### config.mk
export PLATFORM = sky130hd
export DESIGN_NAME = blink_meter
export DESIGN_NICKNAME = d
export VERILOG_FILES = /design/src/rtl/blink_meter.sv
export SDC_FILE = /design/constraint.sdc
export NUM_CORES = 1
export LEC_CHECK = 0
export CAP_MARGIN = 10
export CORE_MARGIN = 2
export CORE_UTILIZATION = 60
export DETAILED_ROUTE_END_ITERATION = 10
export DONT_BUFFER_PORTS = 1
export GPL_ROUTABILITY_DRIVEN = 0
export GPL_TIMING_DRIVEN = 0
export PLACE_DENSITY = 0.81
export SETUP_SLACK_MARGIN = 0.02
export SLEW_MARGIN = 20
export SYNTH_ARGS = -nofsm -noshare
export SYNTH_HDL_FRONTEND = slang
export SYNTH_SLANG_ARGS = --single-unit
### constraint.sdc
create_clock -name clk -period 3.2 [get_ports clk]
set_input_delay 0.8 -clock clk [delete_from_list [all_inputs] [get_ports clk]]
set_output_delay 0.8 -clock clk [all_outputs]
set_load 0.1 [all_outputs]
### src/rtl/blink_meter.sv
`timescale 1ns / 1ps
`default_nettype none
// ============================================================================
// Module   : blink_meter
// Brief    : Measures period and high time of an async square wave in clk
//            cycles, strobes each result and flags loss of signal.
//            Optional period-tolerance check: define BLINK_METER_CHECK_EN.
// Revision : 1.0  initial release
// ============================================================================
module blink_meter #(
  parameter int unsigned C_CLK_FRQ    = 100000000,
  parameter int unsigned C_TIMEOUT    = 50,
  parameter int unsigned C_CNT_W      = 32,
  parameter int unsigned C_EXP_PERIOD = 10,
  parameter int unsigned C_TOL        = 100
) (
  input  logic               clk,
  input  logic               rstb,
  input  logic               in,
  output logic [C_CNT_W-1:0] period,
  output logic [C_CNT_W-1:0] high,
  output logic               valid,
  output logic               timeout,
  output logic               match
);

  localparam logic [63:0] C_TO_CYC = 64'(C_CLK_FRQ / 1000) * 64'(C_TIMEOUT);
  localparam logic [C_CNT_W-1:0] C_TO_LAST = C_CNT_W'(C_TO_CYC - 64'd1);

  if ((C_TO_CYC >> C_CNT_W) != 64'd0) begin : g_to_range_err
    $error("blink_meter: timeout cycle count does not fit in C_CNT_W bits");
  end

  typedef enum logic [0:0] {
    ST_IDLE    = 1'b0,
    ST_MEASURE = 1'b1
  } state_t;

  state_t             r_state;
  state_t             w_state_nxt;
  logic               r_s1, r_s2, r_s3;
  logic [1:0]         r_fill;
  logic [C_CNT_W-1:0] r_cnt;
  logic [C_CNT_W-1:0] r_high_sh;
  logic [C_CNT_W-1:0] w_cnt_inc;
  logic               w_armed, w_rise, w_fall, w_to_hit, w_publish;

  // Edges are ignored until s3 holds a real sample, so a line already high
  // at reset release is not mistaken for a rising edge.
  always_ff @(posedge clk or negedge rstb) begin
    if (!rstb) begin
      r_s1   <= 1'b0;
      r_s2   <= 1'b0;
      r_s3   <= 1'b0;
      r_fill <= 2'd0;
    end else begin
      r_s1 <= in;
      r_s2 <= r_s1;
      r_s3 <= r_s2;
      if (r_fill != 2'd3) r_fill <= r_fill + 2'd1;
    end
  end

  assign w_armed   = (r_fill == 2'd3);
  assign w_rise    = w_armed & r_s2 & ~r_s3;
  assign w_fall    = w_armed & ~r_s2 & r_s3;
  assign w_cnt_inc = r_cnt + 1'b1;
  assign w_publish = (r_state == ST_MEASURE) && w_rise;

  always_ff @(posedge clk or negedge rstb) begin
    if (!rstb) r_state <= ST_IDLE;
    else       r_state <= w_state_nxt;
  end

  always_comb begin
    w_state_nxt = r_state;
    w_to_hit    = 1'b0;
    case (r_state)
      ST_IDLE: begin
        if (w_rise) w_state_nxt = ST_MEASURE;
      end
      ST_MEASURE: begin
        if (!w_rise && (r_cnt == C_TO_LAST)) begin
          w_to_hit    = 1'b1;
          w_state_nxt = ST_IDLE;
        end
      end
      default: w_state_nxt = ST_IDLE;
    endcase
  end

  always_ff @(posedge clk or negedge rstb) begin
    if (!rstb) begin
      r_cnt     <= '0;
      r_high_sh <= '0;
      period    <= '0;
      high      <= '0;
      valid     <= 1'b0;
      timeout   <= 1'b0;
    end else begin
      valid <= w_publish;
      if ((r_state == ST_MEASURE) && !w_rise && !w_to_hit) r_cnt <= w_cnt_inc;
      else                                                 r_cnt <= '0;
      if ((r_state == ST_MEASURE) && w_fall) r_high_sh <= w_cnt_inc;
      if (w_publish) begin
        period  <= w_cnt_inc;
        high    <= r_high_sh;
        timeout <= 1'b0;
      end else if (w_to_hit) begin
        timeout <= 1'b1;
      end
    end
  end

`ifdef BLINK_METER_CHECK_EN
  localparam logic [C_CNT_W-1:0] C_EXP_CYC = C_CNT_W'(64'(C_CLK_FRQ / 1000) * 64'(C_EXP_PERIOD));
  localparam logic [C_CNT_W-1:0] C_TOL_W   = C_CNT_W'(C_TOL);

  logic [C_CNT_W-1:0] w_dev;
  logic               w_in_tol;

  assign w_dev    = (w_cnt_inc >= C_EXP_CYC) ? (w_cnt_inc - C_EXP_CYC) : (C_EXP_CYC - w_cnt_inc);
  assign w_in_tol = (w_dev <= C_TOL_W);

  always_ff @(posedge clk or negedge rstb) begin
    if (!rstb)          match <= 1'b0;
    else if (w_publish) match <= w_in_tol;
    else if (w_to_hit)  match <= 1'b0;
  end
`else
  logic w_unused_cfg;
  assign w_unused_cfg = ^{C_EXP_PERIOD, C_TOL};
  assign match        = 1'b0;
`endif

endmodule
`default_nettype wire
==> impl_metrics.tcl, run 1 <==
set metrics [dict create \
    status "complete, but fails checks" \
    failed_checks "negative hold slack" \
    start_kind "flop" \
    cp_slowest_stage_delay_ns 0.46 \
    synthesis.nets 539 \
    timing.hold.ws_ns -0.0109 \
    drtIter0Drc 218 \
    synth_cells 534 \
    multiInputGateArea_mm2 0.00184 \
    fp.dieW_um 98.8 \
    path_depth 7 \
    cts.sinks 136 \
    clkLatencyLatePin_ns 0.51 \
    crit_chain "ha_1, and3b_1, nand2_1, clkbuf_1, clkbuf_1, nand2_1, o21ai_0" \
    leakagePower_nw 2.96 \
    routedWlPerCell_um 17.1 \
    hold_viol_final 30 \
    worst-setup-path-type "reg2reg" \
    synthTopCellsByArea "dfrtp_1 (63%), nand2_1 (12%), o21ai_0 (5.2%), xor2_1 (3.6%), nor2_1 (2.6%)" \
    ir_worst_vdd_uv 420 \
    fin_crit_ns 2.33 \
    synth_warnings 0 \
    hold_path.class "in2async" \
    pwr-share-clk_pct 46.0 \
    firstDrtPassIters 5 \
    power_frac_seq_pct 49.6 \
    final_common_cell "nand2_1" \
    die_y_um 98.8 \
    grt_usage_pct 25.9 \
    arrival_ns 2.75 \
    grt-ovfl-total 0 \
    critPathCaptureType "flop" \
    design.core.area_mm2 0.00872 \
    seqCellArea_mm2 0.00340 \
    final_layout_size_suffix_gt1_share_pct 7.79 \
    drv_slew 0 \
    final_nets 558 \
    yosysTopAreaCellShare_pct 63.1 \
    grt_pass1_vias 4031 \
    intPower_mw 3.15 \
    synth-seq-cells 136 \
    cts_tree "built" \
    io_pins 70 \
    fillers 616 \
    cp_max_fo 10 \
    power.net_switching_mw 1.27 \
    relSlewSlack_pct 38.3 \
    r2r_cells 7 \
    area_growth_pct 14.0 \
    num_rows 34 \
    grt_use_met3_pct 7.59 \
    synth.avg_cell_area_um2 10.1 \
    clockRootBuffer "clkbuf_8" \
    io_buffer_count 0 \
    r2r-end "period[22]" \
    grt_max_degree 137 \
    drc_errors 0 \
    crit_required_ns 3.62 \
    pwr-share-comb_pct 4.4 \
    vias_per_cell 5.76 \
    antenna_cells 0 \
    cts_buffers 17 \
    reg2reg_from "r_fill[0]" \
    worstMarginPinSlew_ns 0.925 \
    dp_hpwl_um 7500 \
    cp_slowest_cell "clkbuf_1" \
    final.period_utilization_pct 72.8 \
    r2r_slack_ns 0.87 \
    clk_pin_slew_ns 0.06 \
    vias 3874 \
    final_cell_mix "nand2_1 (173), dfrtp_1 (136), o21ai_0 (56)" \
    crit_family "buffers and inverters" \
    swShare_pct 28.7 \
    start_util_pct 61.8 \
    synth_area_mm2 0.00539 \
    synth_seq_area_share_pct 63.1 \
    dieArea_mm2 0.00976 \
    total_power_mw 4.41 \
    final_antenna_net_count 0 \
    use_met2_pct 41.6 \
    worst-path-buf-inv 2 \
    grt_pass1_wl_um 20000 \
    antenna_found_initial 0 \
    fin_tns_setup_ns 0 \
    fin_skew_ns 0.0106 \
    fmax_mhz 429 \
    max_cap_viol_count 0 \
    cts_buffer_depth 2 \
    gr-usage-met1_pct 34.3 \
    htree_num_levels 4 \
    drt-total-wl_um 11500 \
    rsz0062_at_grt "false" \
    setup_viol_count_final 0 \
    synth_top_area_cell "dfrtp_1" \
    top_usage_layer "met2" \
    power.density_mw_per_mm2 718 \
    ys_types 35 \
]
-- logic make-up (layout without fill, tap and decap cells) --
logic type	Yosys count	count (layout)	synth area share (%)
adder cells (fa/ha/maj)	2	2	0.464
AO/OA/AOI/OAI	66	66	6.26
AND/OR/NAND/NOR	268	268	22.0
flip-flops	136	136	63.1
XOR/XNOR	31	31	5.03
other	1	1	0.0695
multiplexers	1	1	0.209
buffers and inverters	29	60	2.85
-- metal layers --
layer / routed length, µm / share of wire (%)
met1: 5050 / 44
met2: 5660 / 49
met3: 699 / 6.1
met4: 125 / 1.1
met5: 0 / 0
-- cell type report --
class	count	area share (%)
buffer	25	2.26
tap	108	2.20
sequential	136	55.4
inverter	4	0.244
multi-input combinational	369	29.9
clock inverter	13	3.13
clock buffer	18	6.96
-- power by group through the flow --
stage / clock [mW] / sequential, mW / combinational (mW)
finish: 2.03 / 2.19 / 0.195
global route: 2.13 / 2.20 / 0.220
CTS: 2.05 / 2.19 / 0.196
detailed placement: 0 / 2.22 / 0.185
global placement: 0 / 2.21 / 0.177
floorplan: 0 / 2.20 / 0.135
-- cells in the mapped netlist (all sizes together) --
cell    count
or3         1
inv         3
nor4b       1
clkinv      1
nand4b      1
xnor2       9
mux2        1
clkbuf     19
nor2       38
conb        1
a21oi       1
o21ai      64
o31ai       1
nand4      13
nand3      17
xor2       22
nor4        9
and2        2
ha          2
nor3        4
nand2     173
or2         2
and3        5
or2b        1
and3b       1
dfrtp     136
buf         6
-- state kept, by name, summed over array words and instances, names as in the netlist --
register   flops
r_cnt         32
valid          1
r_s2           1
r_fill         2
timeout        1
r_s3           1
r_high_sh     32
r_state        1
high          32
period        32
r_s1           1
-- how the worst max path moves through the flow --
stage / from / to / slack [ns]
after detailed placement: r_fill[0] / high[22] / 0.90
after CTS: r_fill[0] / high[22] / 0.86
after floorplan: r_cnt[0] / r_cnt[23] / 1.39
after global placement: r_fill[0] / high[24] / 0.95
after global routing: r_fill[0] / high[25] / 0.66
final: r_fill[0] / period[22] / 0.87
-- worst reg2reg max path, delay by kind of cell (launching register included) --
| family | cells | cell delay, ns |
|---|---|---|
| AO/OA/AOI/OAI | 1 | 0.13 |
| buffers and inverters | 2 | 0.89 |
| AND/OR/NAND/NOR | 3 | 0.56 |
| adder cells (fa/ha/maj) | 1 | 0.27 |
| flip-flops | 1 | 0.39 |
-- what timing repair did --
action,CTS,global route
hold endpoints to repair,136,136
gates resized for setup,0,0
buffers inserted,0,0
setup endpoints to repair,0,0
-- metrics by stage --
step / cells / cell area, µm² / utilization (%) / setup WS [ns]
3_5_place_dp: 642 / 5530 / 63.4 / 0.896
2_1_floorplan: 534 / 5390 / - / 1.39
3_3_place_gp: 642 / 5530 / 63.4 / 0.955
5_1_grt: 673 / 6150 / 70.5 / 0.658
6_report: 673 / 6150 / 70.5 / 0.871
4_1_cts: 673 / 6150 / 70.5 / 0.860
Note: power is estimated with default switching activity, not from simulation.
==> run 2, diff against run 1 <==
Clock period 3.2 ns to 2.3 ns, I/O delays scaled along.
==> run 2 against run 1 <==
Against the previous run: the flow still finishes with violations (negative hold slack); non-clock buffer count increased by 1; maximum frequency is 11% higher; sequential share of layout area decreased by 0.15 points; setup slack worse by 0.67 ns; via count is 1.1% higher; die area unchanged; register-to-register slack lost 0.67 ns; total power up 39%; clock power grew 39%; global-route usage unchanged; routed wire length up 0.91%; critical endpoint is now period[20]; highest routed layer unchanged.
==> impl_metrics.tcl, run 2 (synthesis gave the netlist of run 1 again) <==
set metrics [dict create \
    hold_path.class "in2async" \
    routedWlPerCell_um 17.3 \
    placed_cell_area_mm2 0.00553 \
    wl_met2_um 5720 \
    vias 3918 \
    critPathCaptureType "flop" \
    worst-setup-path-type "reg2reg" \
    final_antenna_net_count 0 \
    grt-ovfl-total 0 \
    drtIter0Drc 253 \
    failed_checks "negative hold slack" \
    antenna_found_initial 0 \
    grt_pass1_vias 4026 \
    final_common_cell "nand2_1" \
    grt_usage_pct 25.9 \
    cp_slowest_cell "dfrtp_1" \
    htree_num_levels 4 \
    drt-total-wl_um 11600 \
    cts_buffers 17 \
    fmax_mhz 477 \
    cp_slowest_stage_delay_ns 0.46 \
    ir_worst_vdd_uv 573 \
    die_y_um 98.8 \
    clockRootBuffer "clkbuf_8" \
    drv_slew 0 \
    final_util_pct 70.7 \
    wl_met3_um 809 \
    design.core.area_mm2 0.00872 \
    r2r_slack_ns 0.20 \
    top_layer "met4" \
    reg2reg_from "r_cnt[0]" \
    area_growth_pct 14.3 \
    cts_buffer_depth 2 \
    dieArea_mm2 0.00976 \
    clkLatencyLatePin_ns 0.52 \
    io_pins 70 \
    final_nets 559 \
    crit_required_ns 2.68 \
    r2r-end "period[20]" \
    fin_skew_ns 0.00861 \
    start_util_pct 61.8 \
    r2r_cells 7 \
    fin_area_mm2 0.00616 \
    arrival_ns 2.48 \
    hold_viol_final 136 \
    io_buffer_count 0 \
    drc_errors 0 \
    max_cap_viol_count 0 \
    grt_pass1_wl_um 20000 \
    met1_length_um 4970 \
    dp_hpwl_um 7500 \
    timing.hold.ws_ns -0.248 \
    worstMarginPinSlew_ns 0.925 \
    final_cell_mix "nand2_1 (173), dfrtp_1 (136), o21ai_0 (56)" \
    relSlewSlack_pct 38.3 \
    power.density_mw_per_mm2 998 \
    final_layout_size_suffix_gt1_share_pct 8.66 \
    crit_chain "ha_1, nand4_1, nor4_4, buf_4, nand3_1, xor2_1, o21ai_0" \
    vias_per_cell 5.81 \
    final.period_utilization_pct 91.2 \
    antenna_cells 0 \
    leakagePower_nw 2.97 \
    start_kind "flop" \
    fp.dieW_um 98.8 \
    grt_max_degree 137 \
    clk_pin_slew_ns 0.06 \
    rsz0062_at_grt "false" \
    cp_max_fo 8 \
    setup_viol_count_final 0 \
    firstDrtPassIters 4 \
    num_rows 34 \
    fin_crit_ns 2.10 \
    status "complete, but fails checks" \
    cts.sinks 136 \
    cts_tree "built" \
]
==> run 2: cell type report <==
type                    instances  area [µm²]
fillers                       617        2560
multi-input cells             369        1840
well taps                     108         135
clock buffers                  18         428
inverters                       4        15.0
repair buffers                  1        7.51
clock inverters                13         193
flip-flops and latches        136        3400
plain buffers                  25         143
==> run 2: through the flow <==
step                std cells  total power [mW]   TNS, ns  setup WS [ns]
global route              674              6.34         0         0.0156
global placement          642              3.32         0         0.0549
CTS                       673              6.18         0          0.141
detailed placement        642              3.34  -0.00443       -0.00443
finish                    674              6.15         0          0.202
floorplan                 534              3.25         0          0.493
==> run 2: worst max-delay path by stage <==
stage / from / end / slack, ns / cells past startpoint
after floorplan: r_cnt[0] / r_cnt[23] / 0.49 / 8
after global placement: r_fill[0] / high[24] / 0.05 / 7
after detailed placement: r_fill[0] / high[22] / -0.004 / 7
after global routing: r_cnt[0] / period[20] / 0.02 / 7
final: r_cnt[0] / period[20] / 0.20 / 7
after CTS: r_cnt[0] / period[20] / 0.14 / 6
==> run 2: timing repair <==
action                                 4_1_cts  5_1_grt
pin swaps                                    0        1
buffers inserted                             0        1
endpoints found under the hold margin      136      136
resized for setup                            2        3
setup endpoints to repair                   12       19
==> run 2: power by group <==
group          switching (mW)  internal, mW  total (mW)
sequential              0.543          2.50        3.05
clock                    1.03          1.80        2.83
combinational           0.192        0.0809       0.272
total                    1.77          4.38        6.15
==> run 2: layer usage <==
metal / vias up / global-route usage, %
li1: 1796 / -
met1: 1963 / 34.3
met2: 143 / 41.6
met3: 16 / 7.59
met4: 0 / 8.75
met5: - / 0
==> run 2: critical path, delay by kind of cell, from the launching register on <==
kind / cells / cell delay [ns]
compound gates: 1 / 0.15
flops: 1 / 0.46
xor+xnor: 1 / 0.35
fa+ha+maj: 1 / 0.27
simple gates: 3 / 0.52
buf+inv: 1 / 0.20
